===== src/rtl/dram_bist_pkg.sv =====
// Shared types for the dram_bist block: sequencer states, March element codes
// and the per-channel checkerboard pattern helper.
package dram_bist_pkg;

  typedef enum logic [2:0] {
    ST_IDLE,
    ST_W0,
    ST_R0W1,
    ST_R1W0,
    ST_R0,
    ST_DONE
  } state_t;

  localparam logic [1:0] ELEM_R0W1 = 2'd0;
  localparam logic [1:0] ELEM_R1W0 = 2'd1;
  localparam logic [1:0] ELEM_R0   = 2'd2;

  // Odd channels carry the inverted background so neighbours never match.
  function automatic logic chk_pattern(input logic bg, input int unsigned c);
    return bg ^ c[0];
  endfunction

endpackage


===== src/rtl/dram_dp_array.sv =====
// CHANNELS independent DEPTH x 1 dual-port RAMs: one synchronous write port
// shared with the spo read, plus an independent asynchronous dpo read.
module dram_dp_array #(
  parameter int              DEPTH    = 32,
  parameter int              CHANNELS = 2,
  parameter logic [DEPTH-1:0] INIT    = '0,
  parameter int              ADDR_W   = $clog2(DEPTH)
) (
  input  logic                clk_i,
  input  logic                we_i,
  input  logic [ADDR_W-1:0]   a_i,
  input  logic [ADDR_W-1:0]   dpra_i,
  input  logic [CHANNELS-1:0] d_i,
  output logic [CHANNELS-1:0] spo_o,
  output logic [CHANNELS-1:0] dpo_o
);

  for (genvar c = 0; c < CHANNELS; c++) begin : g_ch
    // Power-up content comes from the bitstream; there is no reset path.
    logic [DEPTH-1:0] mem_q = INIT;

    always_ff @(posedge clk_i) begin
      if (we_i) mem_q[a_i] <= d_i[c];
    end

    assign spo_o[c] = mem_q[a_i];
    assign dpo_o[c] = mem_q[dpra_i];
  end

endmodule


===== src/rtl/dram_bist.sv =====
// Multi-channel dual-port LUT-RAM with a manual access path and a
// built-in March (W0, R0W1, R1W0, R0) self-test sequencer.
module dram_bist
  import dram_bist_pkg::*;
#(
  parameter int               DEPTH    = 32,
  parameter int               CHANNELS = 2,
  parameter logic [DEPTH-1:0] INIT     = '0,
  localparam int              ADDR_W   = $clog2(DEPTH)
) (
  input  logic                clk,
  input  logic                rst,
  input  logic                mode_i,
  input  logic                start_i,
  input  logic                man_we_i,
  input  logic [ADDR_W-1:0]   man_addr_i,
  input  logic [ADDR_W-1:0]   man_dpra_i,
  input  logic [CHANNELS-1:0] man_d_i,
  output logic [CHANNELS-1:0] spo_o,
  output logic [CHANNELS-1:0] dpo_o,
  output logic                busy_o,
  output logic                done_o,
  output logic                pass_o,
  output logic [ADDR_W-1:0]   fail_addr_o,
  output logic [1:0]          fail_elem_o,
  output logic [2:0]          dbg_state_o
);

  // Request protocol: start_i is a one-cycle pulse accepted only when idle
  // (IDLE or DONE, busy_o=0) with mode_i=1; busy_o rises on the accepting
  // edge, and done_o/pass_o stay valid until the next accepted start or rst.

  localparam logic [ADDR_W-1:0] LAST = ADDR_W'(DEPTH - 1);

  state_t              state_q;
  logic [ADDR_W-1:0]   addr_q;
  logic                busy_q, done_q, pass_q, ok_q;
  logic [ADDR_W-1:0]   fail_addr_q;
  logic [1:0]          fail_elem_q;

  logic                bist_act, chk_en, mism, wr_bg, exp_bg;
  logic                ram_we;
  logic [ADDR_W-1:0]   ram_a, ram_dpra;
  logic [CHANNELS-1:0] ram_d, exp_vec, wr_vec;
  logic [1:0]          cur_elem;

  assign bist_act = (state_q == ST_W0) || (state_q == ST_R0W1) ||
                    (state_q == ST_R1W0) || (state_q == ST_R0);
  assign chk_en   = (state_q == ST_R0W1) || (state_q == ST_R1W0) || (state_q == ST_R0);
  assign wr_bg    = (state_q == ST_R0W1);
  assign exp_bg   = (state_q == ST_R1W0);

  always_comb begin
    exp_vec  = '0;
    wr_vec   = '0;
    cur_elem = ELEM_R0W1;
    for (int c = 0; c < CHANNELS; c++) begin
      exp_vec[c] = chk_pattern(exp_bg, c);
      wr_vec[c]  = chk_pattern(wr_bg, c);
    end
    if (state_q == ST_R1W0) cur_elem = ELEM_R1W0;
    else if (state_q == ST_R0) cur_elem = ELEM_R0;
  end

  assign ram_we   = bist_act ? (state_q != ST_R0) : man_we_i;
  assign ram_a    = bist_act ? addr_q : man_addr_i;
  assign ram_dpra = bist_act ? addr_q : man_dpra_i;
  assign ram_d    = bist_act ? wr_vec : man_d_i;

  // Compared against the async read before the edge that commits the write.
  assign mism = chk_en && ((spo_o != exp_vec) || (dpo_o != exp_vec));

  dram_dp_array #(
    .DEPTH   (DEPTH),
    .CHANNELS(CHANNELS),
    .INIT    (INIT),
    .ADDR_W  (ADDR_W)
  ) u_ram (
    .clk_i (clk),
    .we_i  (ram_we),
    .a_i   (ram_a),
    .dpra_i(ram_dpra),
    .d_i   (ram_d),
    .spo_o (spo_o),
    .dpo_o (dpo_o)
  );

  always_ff @(posedge clk or posedge rst) begin
    if (rst) begin
      state_q     <= ST_IDLE;
      addr_q      <= '0;
      busy_q      <= 1'b0;
      done_q      <= 1'b0;
      pass_q      <= 1'b0;
      ok_q        <= 1'b0;
      fail_addr_q <= '0;
      fail_elem_q <= '0;
    end else begin
      case (state_q)
        ST_IDLE, ST_DONE: begin
          if (busy_q) begin
            busy_q <= 1'b0;
            done_q <= 1'b1;
            pass_q <= ok_q;
          end else if (start_i && mode_i) begin
            state_q     <= ST_W0;
            addr_q      <= '0;
            busy_q      <= 1'b1;
            done_q      <= 1'b0;
            pass_q      <= 1'b0;
            ok_q        <= 1'b1;
            fail_addr_q <= '0;
            fail_elem_q <= '0;
          end
        end
        ST_W0: begin
          if (addr_q == LAST) begin
            state_q <= ST_R0W1;
            addr_q  <= '0;
          end else addr_q <= addr_q + 1'b1;
        end
        ST_R0W1: begin
          if (addr_q == LAST) state_q <= ST_R1W0;
          else addr_q <= addr_q + 1'b1;
        end
        ST_R1W0: begin
          if (addr_q == '0) state_q <= ST_R0;
          else addr_q <= addr_q - 1'b1;
        end
        ST_R0: begin
          if (addr_q == LAST) begin
            state_q <= ST_DONE;
            addr_q  <= '0;
          end else addr_q <= addr_q + 1'b1;
        end
        default: state_q <= ST_IDLE;
      endcase
      if (mism && ok_q) begin
        ok_q        <= 1'b0;
        fail_addr_q <= addr_q;
        fail_elem_q <= cur_elem;
      end
    end
  end

  assign busy_o      = busy_q;
  assign done_o      = done_q;
  assign pass_o      = pass_q;
  assign fail_addr_o = fail_addr_q;
  assign fail_elem_o = fail_elem_q;
  assign dbg_state_o = state_q;

endmodule

===== config.mk =====
export PLATFORM = sky130hd
export DESIGN_NAME = dram_bist
export DESIGN_NICKNAME = d
export VERILOG_FILES = /design/src/rtl/dram_bist_pkg.sv /design/src/rtl/dram_dp_array.sv /design/src/rtl/dram_bist.sv
export SDC_FILE = /design/constraint.sdc
export NUM_CORES = 1
export LEC_CHECK = 0
export ABC_AREA = 1
export BUFFER_PORTS_ARGS = -buffer_cell sky130_fd_sc_hd__clkbuf_2
export CAP_MARGIN = 20
export CELL_PAD_IN_SITES_DETAIL_PLACEMENT = 2
export CELL_PAD_IN_SITES_GLOBAL_PLACEMENT = 2
export CORE_ASPECT_RATIO = 0.9
export CORE_UTILIZATION = 30
export DETAILED_ROUTE_END_ITERATION = 8
export GPL_TIMING_DRIVEN = 1
export PLACE_DENSITY = 0.75
export SLEW_MARGIN = 15
export SYNTH_ARGS = -nofsm -noshare
export SYNTH_HDL_FRONTEND = slang
export SYNTH_HIERARCHICAL = 1
export SYNTH_SLANG_ARGS = --single-unit
export TNS_END_PERCENT = 50

===== constraint.sdc =====
create_clock -name clk -period 3.2 [get_ports clk]
set_input_delay 0.16 -clock clk [delete_from_list [all_inputs] [get_ports clk]]
set_output_delay 0.16 -clock clk [all_outputs]
set_load 0.005 [all_outputs]

==> metrics.yaml, run 1 <==
post-place-ws_ns: -0.07449
worst_slew_pin_slew_ns: 0.8167
synth.area.top_cells: "edfxtp_1 (39%), nand2_1 (18%), nand3_1 (11%)"
crit_fanout: 24
vdd_drop_max_mv: 0.4291
clockRootBuffer: "clkbuf_16"
r2r-start: "dbg_state_o[2]"
fin_ws_ns: 0.2178
max_freq_ghz: 0.3353
drv_cap: 0
synth.avg_cell_area_um2: 8.196
grt_use_met2_pct: 39.82
end_kind: "flop"
fp.coreArea_um2: 15710
die_h_um: 123.3
cp.arrival_ns: 3.22
r2r-end: "fail_addr_o[3]"
reg2reg_depth: 21
fin_crit_ns: 2.982
antenna_found_initial: 0
wl_per_cell_um: 20.65
yosys.area.top_type: "edfxtp_1"
synth_edf_count: 64
die_w_um: 136.7
grt_usage_pct: 22.18
path_class: "reg2reg"
skew_ns: 0.007252
hold_path_class: "in2reg"
finalMaxSlewViolations: 0
fin_util_pct: 36.68
rows: 43
path_clk_slew_ns: 0.07
synth_seq_area_share_pct: 48.91
slew_headroom_pct: 45.49
die_area_um2: 16850
status: "finished clean"
antenna_left: 0
syn_nets: 619
yosys_warnings: 6
max-clock-path-buffers: 2
area_growth_pct: 17.59
first_iter_violations: 183
post-dp-hpwl_um: 12340
start_util_pct: 31.20
power.density_nw_per_um2: 1255
portBuffers: 33
cts_tree: "yes"
synth_cell_types: 34
min_path_cells: 5
grt_use_met1_pct: 26.49
p_leak_nw: 2.501
worstHoldEndpoint: "ok_q"
min_from: "mode_i"
num_antenna_cells: 0
cts_sinks: 83
vias: 4364
vias_per_cell: 5.110
synth_top_area_share_pct: 39.21
syn-cell-area_um2: 4901
h-tree-depth: 3
grt_pass1_vias: 4847
ios: 34
crit_required_ns: 3.44
finalHoldViolCount: 0
syn_inst: 598
drive_gt1_share_pct: 18.10
start_kind: "flop"
insertion_delay_ns: 0.36
final_nets: 669
fin_crit_sh_pct: 93.19
rrSetupSlack_ns: 0.22
top_usage_layer: "met2"
gp_congestion: 0.8177
setup_viol_count_final: 0
grt_overflow_total: 0
post-route-drc-count: 0
ys_seq_elements: 83
synthArstFlopShare_pct: 22.89
grt_pass1_wl_um: 27210
grt_start_max_net_pins: 33
routed_wl_um: 17630
dr.pass1.iters: 4
cts_made_buffers: 9
met3_usage_pct: 3.936
synth_ff_type: "edfxtp_1"
==> critical path, stage by stage (launching register included) <==
cell and delay, ns:
dfrtp_2 0.47, inv_2 0.17, o21ai_4 0.10, nand2_1 0.14
nand2_1 0.15, nand2_2 0.17, buf_8 0.21, nand2_1 0.07
nand3_1 0.08, nand3_1 0.14, nand2_1 0.11, nand2_1 0.07
nand2_1 0.09, nand2_1 0.06, nand2_1 0.18, nor2_1 0.06
nand2_1 0.08, nor2_2 0.05, nor2_4 0.11, nand3_2 0.16
nand3_1 0.12, nand2_1 0.07
==> how the worst max path moves through the flow <==
| stage | from | end |
|---|---|---|
| after floorplan | dbg_state_o[0] | fail_addr_o[1] |
| after global placement | dbg_state_o[0] | fail_addr_o[4] |
| after detailed placement | dbg_state_o[0] | u_ram/g_ch[0].mem_q[15] |
| after CTS | dbg_state_o[0] | fail_addr_o[3] |
| after global routing | dbg_state_o[2] | fail_addr_o[3] |
| final | dbg_state_o[2] | fail_addr_o[3] |
==> synthesized netlist by cell type, types with 2 or more instances <==
cell type,n
nor2_8,3
ha_1,4
nand2_4,3
nor3_1,8
buf_2,7
nand2_2,4
nand3_2,3
inv_1,29
nand3_4,3
nand2_1,232
nor2_1,43
or2_2,2
o21ai_0,5
nor2_4,2
buf_4,9
nand4_1,19
xor2_1,2
dfrtp_1,19
buf_6,7
edfxtp_1,64
inv_2,5
nor2_2,3
nand3_1,111
==> sequential cells by signal, summed over array words and instances (netlist names) <==
name and flops:
fail_addr_o 5, busy_o 1, fail_elem_o 2, addr_q 5
dbg_state_o 3, pass_o 1, u_ram/g_ch.mem_q 64, ok_q 1
done_o 1
==> what timing repair did <==
action                                  in CTS  in global routing
hold buffers                                 1                  0
pin swaps                                    1                  2
endpoints found under the setup margin      26                 12
buffers inserted                             1                  7
resized for setup                            2                 11
hold endpoints to repair                    19                  0
gates cloned                                 0                  1
==> area by class of cell <==
class / instances / area [um^2]
timing repair buffer: 63 / 457.9
fill: 1827 / 9947
inverter: 36 / 147.6
tap: 202 / 252.7
multi-input combinational: 455 / 2190
clock buffer: 9 / 225.2
clock inverter: 6 / 88.84
sequential: 83 / 2401
==> power by group <==
| part | switching, mW | total (mW) | internal (mW) | leakage (nW) |
|---|---|---|---|---|
| clock | 0.452 | 1.13 | 0.681 | 0.150 |
| combinational | 2.98 | 4.33 | 1.35 | 1.53 |
| sequential | 0.188 | 1.77 | 1.58 | 0.825 |
==> layer usage <==
layer / share of wire (%) / routed length, um
met5: 0 / 0
met4: 2.1 / 369
met2: 51 / 8942
met3: 2.9 / 508
met1: 44 / 7814
==> logic make-up after synthesis <==
logic type	count (synthesis)	synth area share [%]
simple gates	437	41.10
flops	83	48.92
buf+inv	61	6.995
compound gates	11	1.608
fa+ha+maj	4	1.021
xor+xnor	2	0.3575
==> cell usage in the layout (no fill, tap or decap), types with 5 or more instances in the layout <==
cell	netlist	layout
nor2_1	43	43
clkbuf_16	0	9
dfrtp_1	19	16
inv_1	29	29
clkbuf_2	0	33
nand2_1	232	229
nand4_1	19	19
nand3_1	111	111
o21ai_0	5	5
edfxtp_1	64	64
nand2_2	4	6
buf_4	9	24
nor3_1	8	7
==> through the flow <==
step	hold slack, ns	total power [mW]	cells	setup TNS [ns]	instance area (um^2)
2_1_floorplan	0.1111	4.445	598	0	4901
3_3_place_gp	0.3325	5.641	828	0	5281
3_5_place_dp	0.3463	5.875	829	-0.6512	5309
4_1_cts	0.2727	7.071	846	0	5645
5_1_grt	0.3113	7.750	854	-0.004516	5763
6_report	0.2826	7.235	854	0	5763
Power figures use the tool's default switching activity.
==> run 2: changes to the inputs <==
--- a/config.mk
+++ b/config.mk
@@ -15,6 +15,7 @@
 export DETAILED_ROUTE_END_ITERATION = 8
 export GPL_TIMING_DRIVEN = 1
 export PLACE_DENSITY = 0.75
+export REMOVE_ABC_BUFFERS = 1
 export SLEW_MARGIN = 15
 export SYNTH_ARGS = -nofsm -noshare
 export SYNTH_HDL_FRONTEND = slang
==> metrics.yaml, run 2 (synthesis results as in run 1) <==
status: "finished clean"  # unchanged
crit_chain: "nor2_2 > nand2_2 > buf_4 > nand3_1 > nand2_1 > inv_2 > buf_12 > nand2_1 > nand3_1 > nand3_1 > nand2_1 > nand2_1 > nand2_1 > nand2_1 > nand2_1 > nand2_1 > inv_1 > nand2_1 > nor2_2 > nor2_4 > inv_2 > nor2_8 > nand2_1 > nand2_1"  # was inv_2 > o21ai_4 > nand2_1 > nand2_1 > nand2_2 > buf_8 > nand2_1 > nand3_1 > nand3_1 > nand2_1 > nand2_1 > nand2_1 > nand2_1 > nand2_1 > nor2_1 > nand2_1 > nor2_2 > nor2_4 > nand3_2 > nand3_1 > nand2_1
end_kind: "flop"  # unchanged
slowest_stage: "dfrtp_1"  # was dfrtp_2
p_total_mw: 6.961  # was 7.235 mW
cts_sinks: 83  # unchanged
fp.coreArea_um2: 15710  # unchanged
max-clock-path-buffers: 2  # unchanged
fin_cells: 849  # was 854
rrSetupSlack_ns: 0.25  # was 0.22 ns
largest_register_ffs: 64  # unchanged
tns_ns: 0  # unchanged
worst_slew_pin_slew_ns: 0.8482  # was 0.8167 ns
endpoint: "fail_addr_o[3]"  # unchanged
wl_per_cell_um: 20.40  # was 20.65 um
insertion_delay_ns: 0.35  # was 0.36 ns
die_w_um: 136.7  # unchanged
routed_wl_um: 17320  # was 17630 um
dp.cells: 832  # was 829
h-tree-depth: 3  # unchanged
post-dp-hpwl_um: 12830  # was 12340 um
skew_ns: 0.01040  # was 0.007252 ns
r2r-end: "fail_addr_o[3]"  # unchanged
die_h_um: 123.3  # unchanged
fin_ws_ns: 0.2466  # was 0.2178 ns
crit_required_ns: 3.44  # about the same
top_register: "u_ram/g_ch.mem_q"  # unchanged
reg2reg_depth: 24  # was 21
min_from: "mode_i"  # unchanged
path_clk_slew_ns: 0.06  # was 0.07 ns
post-place-ws_ns: 0.1722  # was -0.07449 ns
vdd_drop_max_mv: 0.4947  # was 0.4291 mV
path_class: "reg2reg"  # unchanged
grt_usage_pct: 22.07  # was 22.18%
r2r-start: "dbg_state_o[0]"  # was dbg_state_o[2]
dr.pass1.iters: 4  # unchanged
grt_start_max_net_pins: 33  # unchanged
mostFrequentLayoutCells: "nand2_1 (230), nand3_1 (111), edfxtp_1 (64)"  # was nand2_1 (229), nand3_1 (111), edfxtp_1 (64)
rows: 43  # unchanged
area_growth_pct: 15.70  # was 17.59%
start_util_pct: 31.20  # unchanged
max_freq_ghz: 0.3386  # was 0.3353 GHz
final_nets: 663  # was 669
grt_pass1_vias: 4872  # was 4847
vias_per_cell: 5.166  # was 5.110
power.density_nw_per_um2: 1228  # was 1255 nW/um^2
first_iter_violations: 244  # was 183
vias: 4386  # was 4364
die_area_um2: 16850  # unchanged
antenna_found_initial: 0  # unchanged
grt_pass1_wl_um: 27190  # was 27210 um
final_cell_area_um2: 5670  # was 5763 um^2
drive_gt1_share_pct: 17.00  # was 18.10%
fin_crit_sh_pct: 92.29  # was 93.19%
portBuffers: 33  # unchanged
num_antenna_cells: 0  # unchanged
final_common_cell: "nand2_1"  # unchanged
critPathLaunch: "dbg_state_o[0]"  # was dbg_state_o[2]
cts_setup_buffers: 0  # was 1
finalHoldViolCount: 0  # unchanged
ios: 34  # unchanged
fin_util_pct: 36.09  # was 36.68%
crit_path_max_incr_delay_ns: 0.45  # was 0.47 ns
hold_path_class: "in2reg"  # unchanged
setup_viol_count_final: 0  # unchanged
cts_tree: "yes"  # unchanged
p_leak_nw: 2.479  # was 2.501 nW
cp.arrival_ns: 3.19  # was 3.22 ns
post-route-drc-count: 0  # unchanged
drv_cap: 0  # unchanged
gp_congestion: 0.8634  # was 0.8177
grt_overflow_total: 0  # unchanged
antenna_left: 0  # unchanged
cts_made_buffers: 9  # unchanged
start_kind: "flop"  # unchanged
path_common_cell: "nand2_1"  # unchanged
fin_crit_ns: 2.953  # was 2.982 ns
hold_slack_ns: 0.2627  # was 0.2826 ns
slew_headroom_pct: 43.39  # was 45.49%
clockRootBuffer: "clkbuf_16"  # unchanged
dpl_cell_area_um2: 5324  # was 5309 um^2
crit_fanout: 32  # was 24
finalMaxSlewViolations: 0  # unchanged
## run 2: changes by cell type in the layout (fill, tap and decap cells not counted), moves of 2 or more
cell / before / now
bufinv_16: 2 / 0
dfrtp_2: 3 / 0
clkbuf_16: 9 / 11
inv_4: 1 / 3
dfrtp_1: 16 / 19
buf_4: 24 / 21
## run 2: final cells by class
type	instances	area (um^2)
Timing Repair Buffer	58	384.1
Tap cell	202	252.7
Sequential cell	83	2397
Clock buffer	12	289.0
Multi-Input combinational cell	454	2178
Fill cell	1794	10040
Inverter	36	142.6
Clock inverter	4	26.28
## run 2: worst max-delay path: cells and delay by family, from the launching register on
kind                   cells  cell delay (ns)
buffers and inverters      5             0.65
DFF                        1             0.45
and+or+nand+nor           19             1.72
## run 2: where the power goes
part	leakage (nW)	internal (mW)	total (mW)	switching (mW)
registers	0.828	1.58	1.72	0.144
logic	1.49	1.22	4.15	2.94
clock network	0.160	0.643	1.08	0.440
## run 2: worst min path at each step
| stage | depth (start not counted) | slack (ns) | to |
|---|---|---|---|
| floorplan | 1 | 0.11 | addr_q[0] |
| finish | 6 | 0.26 | done_o |
| global placement | 2 | 0.35 | pass_o |
| detailed placement | 2 | 0.38 | fail_elem_o[0] |
| global route | 5 | 0.29 | ok_q |
| CTS | 5 | 0.25 | ok_q |
## run 2: repair_timing
action | in CTS | in global routing
setup endpoints to repair | 0 | 7
hold buffers | 1 | 0
gates resized for setup | 0 | 5
hold endpoints to repair | 19 | 0
## run 2: layer usage
metal	wire length, um	vias to the layer above	global-route usage [%]
li1	-	2082	-
met1	8016	2209	28.81
met2	8414	75	37.34
met3	653	20	3.485
met4	235	0	6.944
met5	0	-	0
==> run 3: changes to the inputs <==
--- a/config.mk
+++ b/config.mk
@@ -11,6 +11,7 @@
 export CELL_PAD_IN_SITES_DETAIL_PLACEMENT = 2
 export CELL_PAD_IN_SITES_GLOBAL_PLACEMENT = 2
 export CORE_ASPECT_RATIO = 0.9
+export CORE_MARGIN = 2
 export CORE_UTILIZATION = 30
 export DETAILED_ROUTE_END_ITERATION = 8
 export GPL_TIMING_DRIVEN = 1
==> metrics.yaml, run 3 (synthesis results as in run 1) <==
wl_met2_um: 8688  # was 8414 um
fillers: 1829  # was 1794
grt_start_max_net_pins: 37  # was 33
pwr-share-clk_pct: 13.7  # was 15.6%
crit_path_max_incr_delay_ns: 0.48  # was 0.45 ns
drive_gt1_share_pct: 18.02  # was 17.00%
crit_chain: "inv_2 > o21ai_4 > nand2_2 > nand2_1 > nand2_2 > buf_12 > nor2_8 > buf_12 > nand2_1 > nand4_1 > nand2_1 > nand2_1 > nor2_1 > nand2_2 > nor2_1 > nand4_1 > nand2_2 > nor2_8 > nand2_1 > nand2_1"  # was nor2_2 > nand2_2 > buf_4 > nand3_1 > nand2_1 > inv_2 > buf_12 > nand2_1 > nand3_1 > nand3_1 > nand2_1 > nand2_1 > nand2_1 > nand2_1 > nand2_1 > nand2_1 > inv_1 > nand2_1 > nor2_2 > nor2_4 > inv_2 > nor2_8 > nand2_1 > nand2_1
antenna_found_initial: 0  # unchanged
final_nets: 671  # was 663
clockRootBuffer: "clkbuf_16"  # unchanged
top_register: "u_ram/g_ch.mem_q"  # unchanged
status: "finished clean"  # unchanged
max-clock-path-buffers: 2  # unchanged
grt_overflow_total: 0  # unchanged
worst_slew_pin_slew_ns: 0.8069  # was 0.8482 ns
fp.coreArea_um2: 16080  # was 15710 um^2
path_common_cell: "nand2_1"  # unchanged
max_freq_ghz: 0.3352  # was 0.3386 GHz
drv_cap: 0  # unchanged
dpl_cell_area_um2: 5328  # was 5324 um^2
post-place-ws_ns: 0.03060  # was 0.1722 ns
die_area_um2: 17380  # was 16850 um^2
path_clk_slew_ns: 0.06  # about the same
finalMaxSlewViolations: 0  # unchanged
final_common_cell: "nand2_1"  # unchanged
top_layer_used: "met4"  # unchanged
antenna_left: 0  # unchanged
mostFrequentLayoutCells: "nand2_1 (227), nand3_1 (111), edfxtp_1 (64)"  # was nand2_1 (230), nand3_1 (111), edfxtp_1 (64)
setup_viol_count_final: 0  # unchanged
grt_usage_pct: 21.13  # was 22.07%
gp_congestion: 0.8145  # was 0.8634
seqPwrFrac_pct: 24.1  # was 24.7%
insertion_delay_ns: 0.36  # was 0.35 ns
skew_ns: 0.007925  # was 0.01040 ns
ios: 34  # unchanged
share_comb_of_total_power_pct: 62.2  # was 59.7%
switchingPower_mw: 3.636  # was 3.519 mW
path_class: "reg2reg"  # unchanged
h-tree-depth: 3  # unchanged
min_from: "start_i"  # was mode_i
cts_sinks: 83  # unchanged
end_kind: "flop"  # unchanged
die_w_um: 138.7  # was 136.7 um
hold_path_class: "in2reg"  # unchanged
wl_met1_um: 8577  # was 8016 um
cp.arrival_ns: 3.23  # was 3.19 ns
cts_tree: "yes"  # unchanged
fin_crit_sh_pct: 93.23  # was 92.29%
grt_pass1_vias: 4703  # was 4872
portBuffers: 33  # unchanged
fin_ws_ns: 0.2167  # was 0.2466 ns
dr.pass1.iters: 4  # unchanged
p_leak_nw: 2.521  # was 2.479 nW
slew_headroom_pct: 46.15  # was 43.39%
intPower_mw: 3.553  # was 3.441 mW
post-route-drc-count: 0  # unchanged
final_cell_area_um2: 5793  # was 5670 um^2
critPathLaunch: "dbg_state_o[2]"  # was dbg_state_o[0]
p_sw_share_pct: 50.57  # was 50.56%
area_growth_pct: 18.20  # was 15.70%
crit_required_ns: 3.45  # was 3.44 ns
num_antenna_cells: 0  # unchanged
first_iter_violations: 267  # was 244
vdd_drop_max_mv: 0.5748  # was 0.4947 mV
wl_met3_um: 513  # was 653 um
r2r-start: "dbg_state_o[2]"  # was dbg_state_o[0]
crit_fanout: 18  # was 32
vias: 4431  # was 4386
slowest_stage: "dfrtp_2"  # was dfrtp_1
start_kind: "flop"  # unchanged
vias_per_cell: 5.140  # was 5.166
finalHoldViolCount: 0  # unchanged
grt_pass1_wl_um: 27790  # was 27190 um
power.density_nw_per_um2: 1241  # was 1228 nW/um^2
cts_made_buffers: 9  # unchanged
rows: 44  # was 43
largest_register_ffs: 64  # unchanged
post-dp-hpwl_um: 12990  # was 12830 um
fin_crit_ns: 2.983  # was 2.953 ns
start_util_pct: 30.49  # was 31.20%
die_h_um: 125.3  # was 123.3 um
wl_per_cell_um: 20.93  # was 20.40 um
routed_wl_um: 18040  # was 17320 um
run 3: worst paths after layout:
path	to	slack [ns]	depth (start not counted)
worst max-delay path	fail_addr_o[1]	0.22	20
worst min-delay path	done_o	0.27	6
worst max register to register	fail_addr_o[1]	0.22	20
worst min register to register	done_o	0.51	2
max in group asynchronous	dbg_state_o[2]	2.15	3
min in group asynchronous	fail_elem_o[0]	0.49	3
run 3: metal layers:
metal  up-vias  global-route usage [%]
li1       2102                       -
met1      2253                   29.34
met2        59                   34.25
met3        17                   3.217
met4         0                   6.595
met5         -                       0
run 3: layout make-up:
type / count / area (um^2) / share of cell area, %
Inverter: 36 / 147.6 / 2.549
Multi-Input combinational cell: 454 / 2191 / 37.82
Timing Repair Buffer: 66 / 526.8 / 9.093
Clock buffer: 11 / 232.7 / 4.017
Sequential cell: 83 / 2399 / 41.40
Tap cell: 207 / 259.0 / 4.471
Clock inverter: 5 / 37.54 / 0.6479
run 3: what timing repair did:
item / CTS / global route
pin swaps: 0 / 3
gates cloned: 0 / 1
buffers inserted: 0 / 10
resized for setup: 2 / 13
hold endpoints to repair: 19 / 0
setup endpoints to repair: 7 / 12
hold buffers: 1 / 0
run 3: critical path, delay by kind of cell, from the launching register on:
family	cells	cell delay [ns]
buffers and inverters	3	0.50
and+or+nand+nor	16	1.79
AOI/OAI and AO/OA	1	0.10
DFF	1	0.48
run 3: stage by stage:
stage	hold slack (ns)	TNS [ns]	power [mW]	std cells	util, %
final	0.2663	0	7.190	862	36.04
after global routing	0.3030	-0.009195	7.749	862	36.04
after CTS	0.2553	0	6.892	851	34.92
after detailed placement	0.3438	0	5.854	834	33.14
after global placement	0.3116	0	5.646	833	33.05
after floorplan	0.1111	-0.2727	4.149	573	-
run 3: power by group through the flow:
stage                     Sequential (mW)  Combinational (mW)  Clock [mW]
after floorplan                      1.74                2.41           0
after global placement               1.74                3.91           0
after detailed placement             1.75                4.11           0
after CTS                            1.73                4.15        1.01
after global routing                 1.75                4.93        1.06
final                                1.73                4.47       0.985
